<file path="src/rtl/wb_cmd_master.sv">
// ---------------------------------------------------------------------------
// wb_cmd_master
//
// Converts a valid/ready command stream into single classic Wishbone
// transactions, one in flight at a time, and returns the result on a
// valid/ready response channel. A transaction that sees neither ack nor err
// within TIMEOUT bus cycles is abandoned and reported as a timeout.
//
// Parameters
//   TIMEOUT        bus cycles to wait for ack/err before abort (2..65535)
//
// Ports
//   clk            sole clock, rising edge
//   reset          asynchronous, active-low reset
//   cmd_*          command channel (valid/ready, we, 30-bit word address,
//                  32-bit write data, 4-bit byte select)
//   rsp_*          response channel (valid/ready, read data, err, timeout)
//   wishbone_*     Wishbone master signals (classic cycles, cti/bte fixed 0)
//
// Optional feature
//   WB_CMD_MASTER_STATS_EN  when defined, adds saturating 16-bit counters
//                           stat_txn / stat_err / stat_tmo, bumped on every
//                           response (total / error / timeout).
// ---------------------------------------------------------------------------
module wb_cmd_master #(
  parameter int TIMEOUT = 256
) (
  input  logic        clk,
  input  logic        reset,
  // command channel
  input  logic        cmd_valid,
  output logic        cmd_ready,
  input  logic        cmd_we,
  input  logic [29:0] cmd_adr,
  input  logic [31:0] cmd_dat,
  input  logic [3:0]  cmd_sel,
  // response channel
  output logic        rsp_valid,
  input  logic        rsp_ready,
  output logic [31:0] rsp_dat,
  output logic        rsp_err,
  output logic        rsp_timeout,
  // wishbone master
  output logic [29:0] wishbone_adr,
  output logic [31:0] wishbone_datwr,
  output logic [3:0]  wishbone_sel,
  output logic        wishbone_cyc,
  output logic        wishbone_stb,
  output logic        wishbone_we,
  output logic [2:0]  wishbone_cti,
  output logic [1:0]  wishbone_bte,
  input  logic [31:0] wishbone_datrd,
  input  logic        wishbone_ack,
  input  logic        wishbone_err
`ifdef WB_CMD_MASTER_STATS_EN
  ,
  output logic [15:0] stat_txn,
  output logic [15:0] stat_err,
  output logic [15:0] stat_tmo
`endif
);

  localparam logic [1:0] ST_IDLE = 2'd0;
  localparam logic [1:0] ST_BUS  = 2'd1;
  localparam logic [1:0] ST_RESP = 2'd2;

  // Counter value on the edge at which it would reach TIMEOUT.
  localparam logic [15:0] TMO_LAST = 16'(TIMEOUT - 1);

  logic [1:0]  state_q,     state_d;
  logic        cmd_ready_q, cmd_ready_d;
  logic        we_q,        we_d;
  logic [29:0] adr_q,       adr_d;
  logic [31:0] dat_q,       dat_d;
  logic [3:0]  sel_q,       sel_d;
  logic [15:0] cnt_q,       cnt_d;
  logic        rsp_valid_q, rsp_valid_d;
  logic [31:0] rsp_dat_q,   rsp_dat_d;
  logic        rsp_err_q,   rsp_err_d;
  logic        rsp_tmo_q,   rsp_tmo_d;
  logic        resp_enter;

  always_comb begin
    // NOTE: every signal assigned here gets a default first, so no path
    // leaves one unassigned and no latch is inferred.
    state_d     = state_q;
    we_d        = we_q;
    adr_d       = adr_q;
    dat_d       = dat_q;
    sel_d       = sel_q;
    cnt_d       = cnt_q;
    rsp_valid_d = rsp_valid_q;
    rsp_dat_d   = rsp_dat_q;
    rsp_err_d   = rsp_err_q;
    rsp_tmo_d   = rsp_tmo_q;

    case (state_q)
      ST_IDLE: begin
        // cmd_ready_q (not the state) gates acceptance so that nothing is
        // taken on the first edge after reset release.
        if (cmd_valid && cmd_ready_q) begin
          we_d    = cmd_we;
          adr_d   = cmd_adr;
          dat_d   = cmd_dat;
          sel_d   = cmd_sel;
          cnt_d   = 16'd0;
          state_d = ST_BUS;
        end
      end

      ST_BUS: begin
        cnt_d = cnt_q + 16'd1;
        // Priority: err over ack, and either over the timeout.
        if (wishbone_err) begin
          state_d     = ST_RESP;
          rsp_valid_d = 1'b1;
          rsp_dat_d   = 32'h0;
          rsp_err_d   = 1'b1;
          rsp_tmo_d   = 1'b0;
        end else if (wishbone_ack) begin
          state_d     = ST_RESP;
          rsp_valid_d = 1'b1;
          rsp_dat_d   = we_q ? 32'h0 : wishbone_datrd;
          rsp_err_d   = 1'b0;
          rsp_tmo_d   = 1'b0;
        end else if (cnt_q == TMO_LAST) begin
          state_d     = ST_RESP;
          rsp_valid_d = 1'b1;
          rsp_dat_d   = 32'h0;
          rsp_err_d   = 1'b0;
          rsp_tmo_d   = 1'b1;
        end
      end

      ST_RESP: begin
        if (rsp_ready) begin
          state_d     = ST_IDLE;
          rsp_valid_d = 1'b0;
        end
      end

      default: state_d = ST_IDLE;
    endcase

    cmd_ready_d = (state_d == ST_IDLE);
    resp_enter  = (state_q == ST_BUS) && (state_d == ST_RESP);
  end

  always_ff @(posedge clk or negedge reset) begin
    if (!reset) begin
      state_q     <= ST_IDLE;
      cmd_ready_q <= 1'b0;
      we_q        <= 1'b0;
      adr_q       <= '0;
      dat_q       <= '0;
      sel_q       <= '0;
      cnt_q       <= '0;
      rsp_valid_q <= 1'b0;
      rsp_dat_q   <= '0;
      rsp_err_q   <= 1'b0;
      rsp_tmo_q   <= 1'b0;
    end else begin
      // NOTE: sequential state uses non-blocking assignments so every flop
      // samples the pre-edge value of every other flop.
      state_q     <= state_d;
      cmd_ready_q <= cmd_ready_d;
      we_q        <= we_d;
      adr_q       <= adr_d;
      dat_q       <= dat_d;
      sel_q       <= sel_d;
      cnt_q       <= cnt_d;
      rsp_valid_q <= rsp_valid_d;
      rsp_dat_q   <= rsp_dat_d;
      rsp_err_q   <= rsp_err_d;
      rsp_tmo_q   <= rsp_tmo_d;
    end
  end

  // cyc/stb decode straight from the state flop so an asynchronous reset
  // drops them without waiting for a clock edge.
  assign wishbone_cyc   = (state_q == ST_BUS);
  assign wishbone_stb   = (state_q == ST_BUS);
  assign wishbone_we    = we_q;
  assign wishbone_adr   = adr_q;
  assign wishbone_datwr = dat_q;
  assign wishbone_sel   = sel_q;
  assign wishbone_cti   = 3'b000;
  assign wishbone_bte   = 2'b00;

  assign cmd_ready      = cmd_ready_q;
  assign rsp_valid      = rsp_valid_q;
  assign rsp_dat        = rsp_dat_q;
  assign rsp_err        = rsp_err_q;
  assign rsp_timeout    = rsp_tmo_q;

`ifdef WB_CMD_MASTER_STATS_EN
  logic [15:0] stat_txn_q, stat_txn_d;
  logic [15:0] stat_err_q, stat_err_d;
  logic [15:0] stat_tmo_q, stat_tmo_d;

  always_comb begin
    stat_txn_d = stat_txn_q;
    stat_err_d = stat_err_q;
    stat_tmo_d = stat_tmo_q;
    if (resp_enter) begin
      if (stat_txn_q != 16'hFFFF) stat_txn_d = stat_txn_q + 16'd1;
      if (rsp_err_d && (stat_err_q != 16'hFFFF)) stat_err_d = stat_err_q + 16'd1;
      if (rsp_tmo_d && (stat_tmo_q != 16'hFFFF)) stat_tmo_d = stat_tmo_q + 16'd1;
    end
  end

  always_ff @(posedge clk or negedge reset) begin
    if (!reset) begin
      stat_txn_q <= '0;
      stat_err_q <= '0;
      stat_tmo_q <= '0;
    end else begin
      stat_txn_q <= stat_txn_d;
      stat_err_q <= stat_err_d;
      stat_tmo_q <= stat_tmo_d;
    end
  end

  assign stat_txn = stat_txn_q;
  assign stat_err = stat_err_q;
  assign stat_tmo = stat_tmo_q;
`else
  // Without the statistics option resp_enter has no consumer.
  logic unused_resp_enter;
  assign unused_resp_enter = resp_enter;
`endif

endmodule
</file>
<file path="config.mk">
export PLATFORM = sky130hd
export DESIGN_NAME = wb_cmd_master
export DESIGN_NICKNAME = d
export VERILOG_FILES = /design/src/rtl/wb_cmd_master.sv
export SDC_FILE = /design/constraint.sdc
export NUM_CORES = 1
export LEC_CHECK = 0
export ABC_AREA = 1
export ABC_CLOCK_PERIOD_IN_PS = 2000
export BUFFER_PORTS_ARGS = -buffer_cell sky130_fd_sc_hd__buf_4
export CAP_MARGIN = 30
export CORE_ASPECT_RATIO = 1.25
export CORE_UTILIZATION = 40
export CTS_CLUSTER_DIAMETER = 40
export DETAILED_ROUTE_END_ITERATION = 7
export PLACE_DENSITY = 0.77
export SLEW_MARGIN = 20
export SYNTH_ARGS = -nofsm -noshare
export SYNTH_HDL_FRONTEND = slang
export SYNTH_SLANG_ARGS = --single-unit
</file>
<file path="constraint.sdc">
create_clock -name clk -period 2 [get_ports clk]
set_input_delay 0.1 -clock clk [delete_from_list [all_inputs] [get_ports clk]]
set_output_delay 0.1 -clock clk [all_outputs]
set_load 0.02 [all_outputs]
</file>
==> results.sh, run 1 <==
export IMPL_status="complete, no violations"
export IMPL_layout_drive_gt1_share_pct=29.6
export IMPL_final_max_slew_viol_count=0
export IMPL_die_y_um=128
export IMPL_drv_cap=0
export IMPL_synth_seq_cells=121
export IMPL_period_needed_ps=1720
export IMPL_cp_required_ps=2350
export IMPL_grt_overflow=0
export IMPL_leakage_nw=4.42
export IMPL_yosys_area_top_type_share_pct=59.1
export IMPL_crit_path_end_kind="register"
export IMPL_clk_latency_ps=410
export IMPL_hold_viol=0
export IMPL_fin_nets=1025
export IMPL_synthDistinctLibCells=29
export IMPL_start_kind="register"
export IMPL_port_buffers=209
export IMPL_layout_worst_path_cycle_share_pct=86.2
export IMPL_drtPass1Iterations=4
export IMPL_fmax_mhz=580
export IMPL_vias=5098
export IMPL_hpwl_um=9240
export IMPL_synth_edff_count=0
export IMPL_netlist_area_sq_mm=0.00512
export IMPL_syn_to_final_growth_pct=65.2
export IMPL_cts_num_sinks=121
export IMPL_fin_skew_ps=9.58
export IMPL_grt_pass1_vias=5037
export IMPL_crit_arrival_ps=2070
export IMPL_ff2ff_setup_slack_ps=280
export IMPL_antenna_found_initial=1
export IMPL_peakVddDrop_mv=0.809
export IMPL_dr_first_iter_drc_count=236
export IMPL_row_count=45
export IMPL_grt_usage_pct=24.4
export IMPL_drcViolationCount=0
export IMPL_yosysSeqAreaShare_pct=59.1
export IMPL_ys_top_cells_by_count="nand2_1, dfrtp_1, o21ai_0"
export IMPL_path_class="register to register"
export IMPL_die_area_sq_mm=0.0133
export IMPL_grt_pass1_wl_um=24300
export IMPL_gp_congestion=0.810
export IMPL_ys_warn_count=0
export IMPL_routed_wl_um=15500
export IMPL_core_area_sq_mm=0.0123
export IMPL_clock_path_buffers=2
export IMPL_ctsHtreeMaxLevel=4
export IMPL_rsz0062_at_grt="false"
export IMPL_start_util_pct=41.5
export IMPL_setup_slack_ps=276
export IMPL_setup_violations=0
export IMPL_avgSynthCellArea_sq_um=8.50
export IMPL_cts_tree="built"
export IMPL_cts_root_buf="clkbuf_16"
export IMPL_numCtsBuffers=17
export IMPL_worstPathMaxFanout=49
export IMPL_wire_per_inst_um=14.1
export IMPL_synth_top_area_cell="dfrtp_1"
export IMPL_multiInputGateArea_sq_mm=0.00184
export IMPL_powerDensity_mw_per_mm2=1410
export IMPL_ys_top_cells_by_area="dfrtp_1, nand2_1, o21ai_0"
export IMPL_die_x_um=103
export IMPL_ant_nets=0
export IMPL_io_pins=215
export IMPL_tns_ps=0
export IMPL_holdCritPathClass="input pin to asynchronous set/reset pin"
export IMPL_clkTransAtPathRegs_ps=60
export IMPL_synth_cells=602
export IMPL_async_reset_ff_share_pct=100
export IMPL_cts_resized=0
export IMPL_synthFlopType="dfrtp_1"
export IMPL_pre_cts_ws_ps=324
export IMPL_synth_most_common_cell="nand2_1"
export IMPL_register_area_sq_mm=0.00303
export IMPL_grt_start_max_net_pins=69
export IMPL_fill_cells=904
export IMPL_drt_vias_per_instance=4.66
path summary, 6_finish.rpt:
kind	to	depth (start not counted)	from
max	wishbone_adr[22]$_DFFE_PN0P_	6	state_q[1]$_DFF_PN0_
min	wishbone_adr[9]$_DFFE_PN0P_	2	reset
max reg2reg	wishbone_adr[22]$_DFFE_PN0P_	6	state_q[1]$_DFF_PN0_
min reg2reg	wishbone_datwr[16]$_DFFE_PN0P_	2	wishbone_datwr[16]$_DFFE_PN0P_
max in group asynchronous	rsp_dat[28]$_DFFE_PN0P_	3	reset
min in group clk	state_q[0]$_DFF_PN0_	5	rsp_ready
layer usage:
| metal | track usage, % | up-vias | wire length [um] |
|---|---|---|---|
| li1 | - | 2495 | - |
| met1 | 26.7 | 2384 | 5830 |
| met2 | 42.1 | 168 | 8330 |
| met3 | 6.19 | 51 | 572 |
| met4 | 14.5 | 0 | 760 |
| met5 | 0 | - | 0 |
power breakdown:
group	total (mW)	internal [mW]	switching, mW
clock	2.86	1.75	1.11
combinational	5.06	2.06	3.00
sequential	4.00	3.41	0.586
layout make-up:
type | count | area share (%)
antenna | 3 | 0.0888
inverter | 26 | 1.15
sequential | 121 | 35.8
clock buffer | 19 | 5.24
multi-input combinational | 427 | 21.8
timing repair buffer | 322 | 32.1
clock inverter | 13 | 1.44
tap | 164 | 2.43
cell families (layout without fill, tap and decap cells):
logic type | after synthesis | after routing | share of synthesized area [%]
AO/OA/AOI/OAI | 62 | 62 | 6.87
flip-flops | 121 | 121 | 59.1
buffers and inverters | 58 | 380 | 5.35
other | 1 | 8 | 0.0732
AND/OR/NAND/NOR | 355 | 355 | 27.3
adder cells (fa/ha/maj) | 5 | 5 | 1.22
sequential cells by signal (all words and copies together), names as in the netlist:
signal / count
wishbone_datwr: 32
rsp_err: 1
state_q: 2
cnt_q: 16
rsp_valid: 1
wishbone_we: 1
cmd_ready: 1
rsp_timeout: 1
wishbone_adr: 30
rsp_dat: 32
wishbone_sel: 4
timing repair:
| action | 4_1_cts | 5_1_grt |
|---|---|---|
| hold buffers | 102 | 0 |
| endpoints found under the hold margin | 194 | 0 |
| setup buffers | 0 | 0 |
layout by cell type, fill, tap and decap left out, types with 2 or more instances in the layout:
master and instances:
diode_2 3, dlygate4sd3_1 102, nand3_1 10, dfrtp_1 121, a21oi_1 12, nand2_1 299
clkinvlp_4 5, inv_6 2, nor2_1 23, buf_12 3, nand4_1 6, buf_4 217
clkbuf_16 17, clkinv_2 2, nor2_2 4, inv_1 22, o21ai_2 4, ha_1 5
nor3_1 3, conb_1 5, nand2_2 6, o21ai_1 10, clkinv_4 3, o21ai_0 31
inv_2 4
per-stage QoR:
| stage | utilization (%) | power, mW | hold WS [ps] | cell area [sq um] | cells |
|---|---|---|---|---|---|
| after global placement | 55.7 | 8.74 | 15.7 | 6860 | 958 |
| final | 68.6 | 11.9 | 143 | 8460 | 1095 |
| after CTS | 68.5 | 11.9 | 124 | 8450 | 1092 |
| after floorplan | - | 6.64 | -196 | 5130 | 606 |
| after global routing | 68.5 | 12.6 | 155 | 8450 | 1093 |
| after detailed placement | 55.7 | 8.83 | 17.2 | 6860 | 958 |
worst max-delay path: stages, from the launching register on:
cell	delay, ps
dfrtp_1	390
inv_1	80
ha_1	250
nand2_2	190
buf_4	460
nand2_1	170
nand2_1	90
(Power assumes the default switching activity.)
==> run 2, diff against run 1 <==
--- a/config.mk
+++ b/config.mk
@@ -5,7 +5,6 @@
 export SDC_FILE = /design/constraint.sdc
 export NUM_CORES = 1
 export LEC_CHECK = 0
-export ABC_AREA = 1
 export ABC_CLOCK_PERIOD_IN_PS = 2000
 export BUFFER_PORTS_ARGS = -buffer_cell sky130_fd_sc_hd__buf_4
 export CAP_MARGIN = 30
@@ -14,7 +13,6 @@
 export CTS_CLUSTER_DIAMETER = 40
 export DETAILED_ROUTE_END_ITERATION = 7
 export PLACE_DENSITY = 0.77
-export SLEW_MARGIN = 20
 export SYNTH_ARGS = -nofsm -noshare
 export SYNTH_HDL_FRONTEND = slang
 export SYNTH_SLANG_ARGS = --single-unit
==> results.sh, run 2 <==
export IMPL_synthFlopType="dfrtp_1"
export IMPL_post_cts_buffers=0
export IMPL_setup_violations=0
export IMPL_hold_start="rsp_ready"
export IMPL_yosys_area_top_type_share_pct=61.3
export IMPL_routed_wl_um=16200
export IMPL_peakVddDrop_mv=0.914
export IMPL_clock_path_buffers=2
export IMPL_path_class="register to register"
export IMPL_drtPass1Iterations=7
export IMPL_netlist_area_sq_mm=0.00494
export IMPL_worstPathMaxFanout=32
export IMPL_grt_overflow=0
export IMPL_start_util_pct=40.8
export IMPL_cts_num_sinks=121
export IMPL_synth_top_area_cell="dfrtp_1"
export IMPL_numCtsBuffers=17
export IMPL_layout_drive_gt1_share_pct=33.2
export IMPL_vias=4973
export IMPL_avgSynthCellArea_sq_um=10.1
export IMPL_status="complete, no violations"
export IMPL_die_area_sq_mm=0.0128
export IMPL_cts_tree="built"
export IMPL_grt_pass1_vias=5398
export IMPL_cts_root_buf="clkbuf_16"
export IMPL_gp_congestion=0.818
export IMPL_grt_usage_pct=26.3
export IMPL_ff2ff_setup_slack_ps=70
export IMPL_drt_vias_per_instance=5.02
export IMPL_cp_required_ps=2320
export IMPL_async_reset_ff_share_pct=100
export IMPL_finalHoldWorstSlack_ps=28.1
export IMPL_max_slew_worst_pin_slew_ps=513
export IMPL_ys_top_cells_by_count="nand2_1, dfrtp_1, a22o_1"
export IMPL_slew_headroom_pct=65.8
export IMPL_port_buffers=209
export IMPL_leakage_nw=4.36
export IMPL_clkTransAtPathRegs_ps=50
export IMPL_synth_most_common_cell="nand2_1"
export IMPL_synth_edff_count=0
export IMPL_drcViolationCount=0
export IMPL_post_route_util_pct=69.8
export IMPL_period_needed_ps=1930
export IMPL_drv_cap=0
export IMPL_fin_nets=923
export IMPL_mostFrequentLayoutCells="buf_4, nand2_1, dfrtp_1"
export IMPL_die_y_um=126
export IMPL_fmax_mhz=519
export IMPL_start_kind="register"
export IMPL_rsz0062_at_grt="true"
export IMPL_ys_warn_count=0
export IMPL_holdCritPathClass="input pin to register"
export IMPL_wire_per_inst_um=16.4
export IMPL_register_area_sq_mm=0.00303
export IMPL_worstRegToRegCells=7
export IMPL_grt_start_max_net_pins=68
export IMPL_grt_pass1_wl_um=25700
export IMPL_layout_worst_path_cycle_share_pct=96.4
export IMPL_synthDistinctLibCells=41
export IMPL_fin_skew_ps=9.32
export IMPL_hold_end="rsp_valid$_DFFE_PN0P_"
export IMPL_synth_seq_cells=121
export IMPL_syn_to_final_growth_pct=71.0
export IMPL_ant_nets=0
export IMPL_final_max_slew_viol_count=0
export IMPL_hpwl_um=9370
export IMPL_powerDensity_mw_per_mm2=1490
export IMPL_crit_arrival_ps=2250
export IMPL_antenna_found_initial=0
export IMPL_critical_path_reg2reg_endpoint="rsp_dat[19]$_DFFE_PN0P_"
export IMPL_ctsHtreeMaxLevel=4
export IMPL_layout_commonest_cell="buf_4"
export IMPL_die_x_um=101
export IMPL_fill_cells=800
export IMPL_crit_path_end_kind="register"
export IMPL_core_area_sq_mm=0.0121
export IMPL_ys_top_cells_by_area="dfrtp_1, nand2_1, a22o_1"
export IMPL_io_pins=215
export IMPL_synth_cells=490
export IMPL_whs_path_depth=3
export IMPL_hold_viol=0
export IMPL_rr_startpoint="state_q[1]$_DFF_PN0_"
export IMPL_row_count=45
export IMPL_dr_first_iter_drc_count=239
export IMPL_clk_latency_ps=410
export IMPL_yosysSeqAreaShare_pct=61.3
export IMPL_multiInputGateArea_sq_mm=0.00178
==> run 2: worst max-delay path by stage <==
stage / start / to / depth (start not counted)
6_report: state_q[1]$_DFF_PN0_ / rsp_dat[19]$_DFFE_PN0P_ / 7
5_1_grt: state_q[1]$_DFF_PN0_ / cnt_q[15]$_DFFE_PN0P_ / 6
4_1_cts: state_q[1]$_DFF_PN0_ / cnt_q[15]$_DFFE_PN0P_ / 6
3_5_place_dp: state_q[1]$_DFF_PN0_ / cnt_q[15]$_DFFE_PN0P_ / 6
3_3_place_gp: state_q[1]$_DFF_PN0_ / cnt_q[15]$_DFFE_PN0P_ / 6
2_1_floorplan: state_q[0]$_DFF_PN0_ / cnt_q[15]$_DFFE_PN0P_ / 7
==> run 2: report_power, final <==
part | switching (mW) | total [mW] | internal (mW)
sequential | 0.661 | 4.12 | 3.46
clock | 1.08 | 3.18 | 2.11
combinational | 3.03 | 5.31 | 2.28
==> run 2: per-stage QoR <==
stage          instance area (sq um)  total power [mW]  setup WS [ps]  cells  TNS, ps
2_1_floorplan                   4970              6.77           22.4    494        0
3_3_place_gp                    6810              8.97            146    857        0
3_5_place_dp                    6810              9.14           34.4    857        0
4_1_cts                         8430              12.5           25.0    989        0
5_1_grt                         8440              13.3          -22.3    989    -30.9
6_report                        8450              12.6           72.7    990        0
==> run 2: routing by layer <==
layer | vias up | global-route usage (%) | share of wire, % | routed length, um
met5 | - | 0 | 0 | 0
met4 | 0 | 14.3 | 3.6 | 588
met3 | 56 | 6.94 | 6.7 | 1080
met2 | 244 | 47.1 | 53 | 8600
met1 | 2409 | 27.6 | 37 | 5940
li1 | 2264 | - | - | -
==> run 2: cells by family (layout without fill, tap and decap cells) <==
logic type	count (synthesis)	count (layout)	share of synthesized area, %
other cells	1	6	0.0759
xor+xnor	7	7	1.24
compound gates	66	66	10.5
buf+inv	38	369	3.90
simple gates	252	252	21.7
fa+ha+maj	5	5	1.27
flops	121	121	61.3
==> run 2: layout make-up <==
class | instances | share of cell area [%]
flip-flops and latches | 121 | 35.8
repair buffers | 332 | 33.1
multi-input cells | 335 | 21.0
clock buffers | 19 | 5.24
well taps | 164 | 2.43
clock inverters | 12 | 2.06
inverters | 6 | 0.267
diodes | 1 | 0.0296
==> run 2: repair_timing <==
item	in CTS	in global routing
hold buffers	101	0
resized for setup	0	2
setup endpoints to repair	0	9
endpoints found under the hold margin	134	0
==> run 2: critical path, cell delays in order (launching register included) <==
cell	delay, ps
dfrtp_1	380
inv_1	110
ha_4	160
buf_4	200
inv_1	110
nor4b_2	390
buf_12	240
a22o_1	220
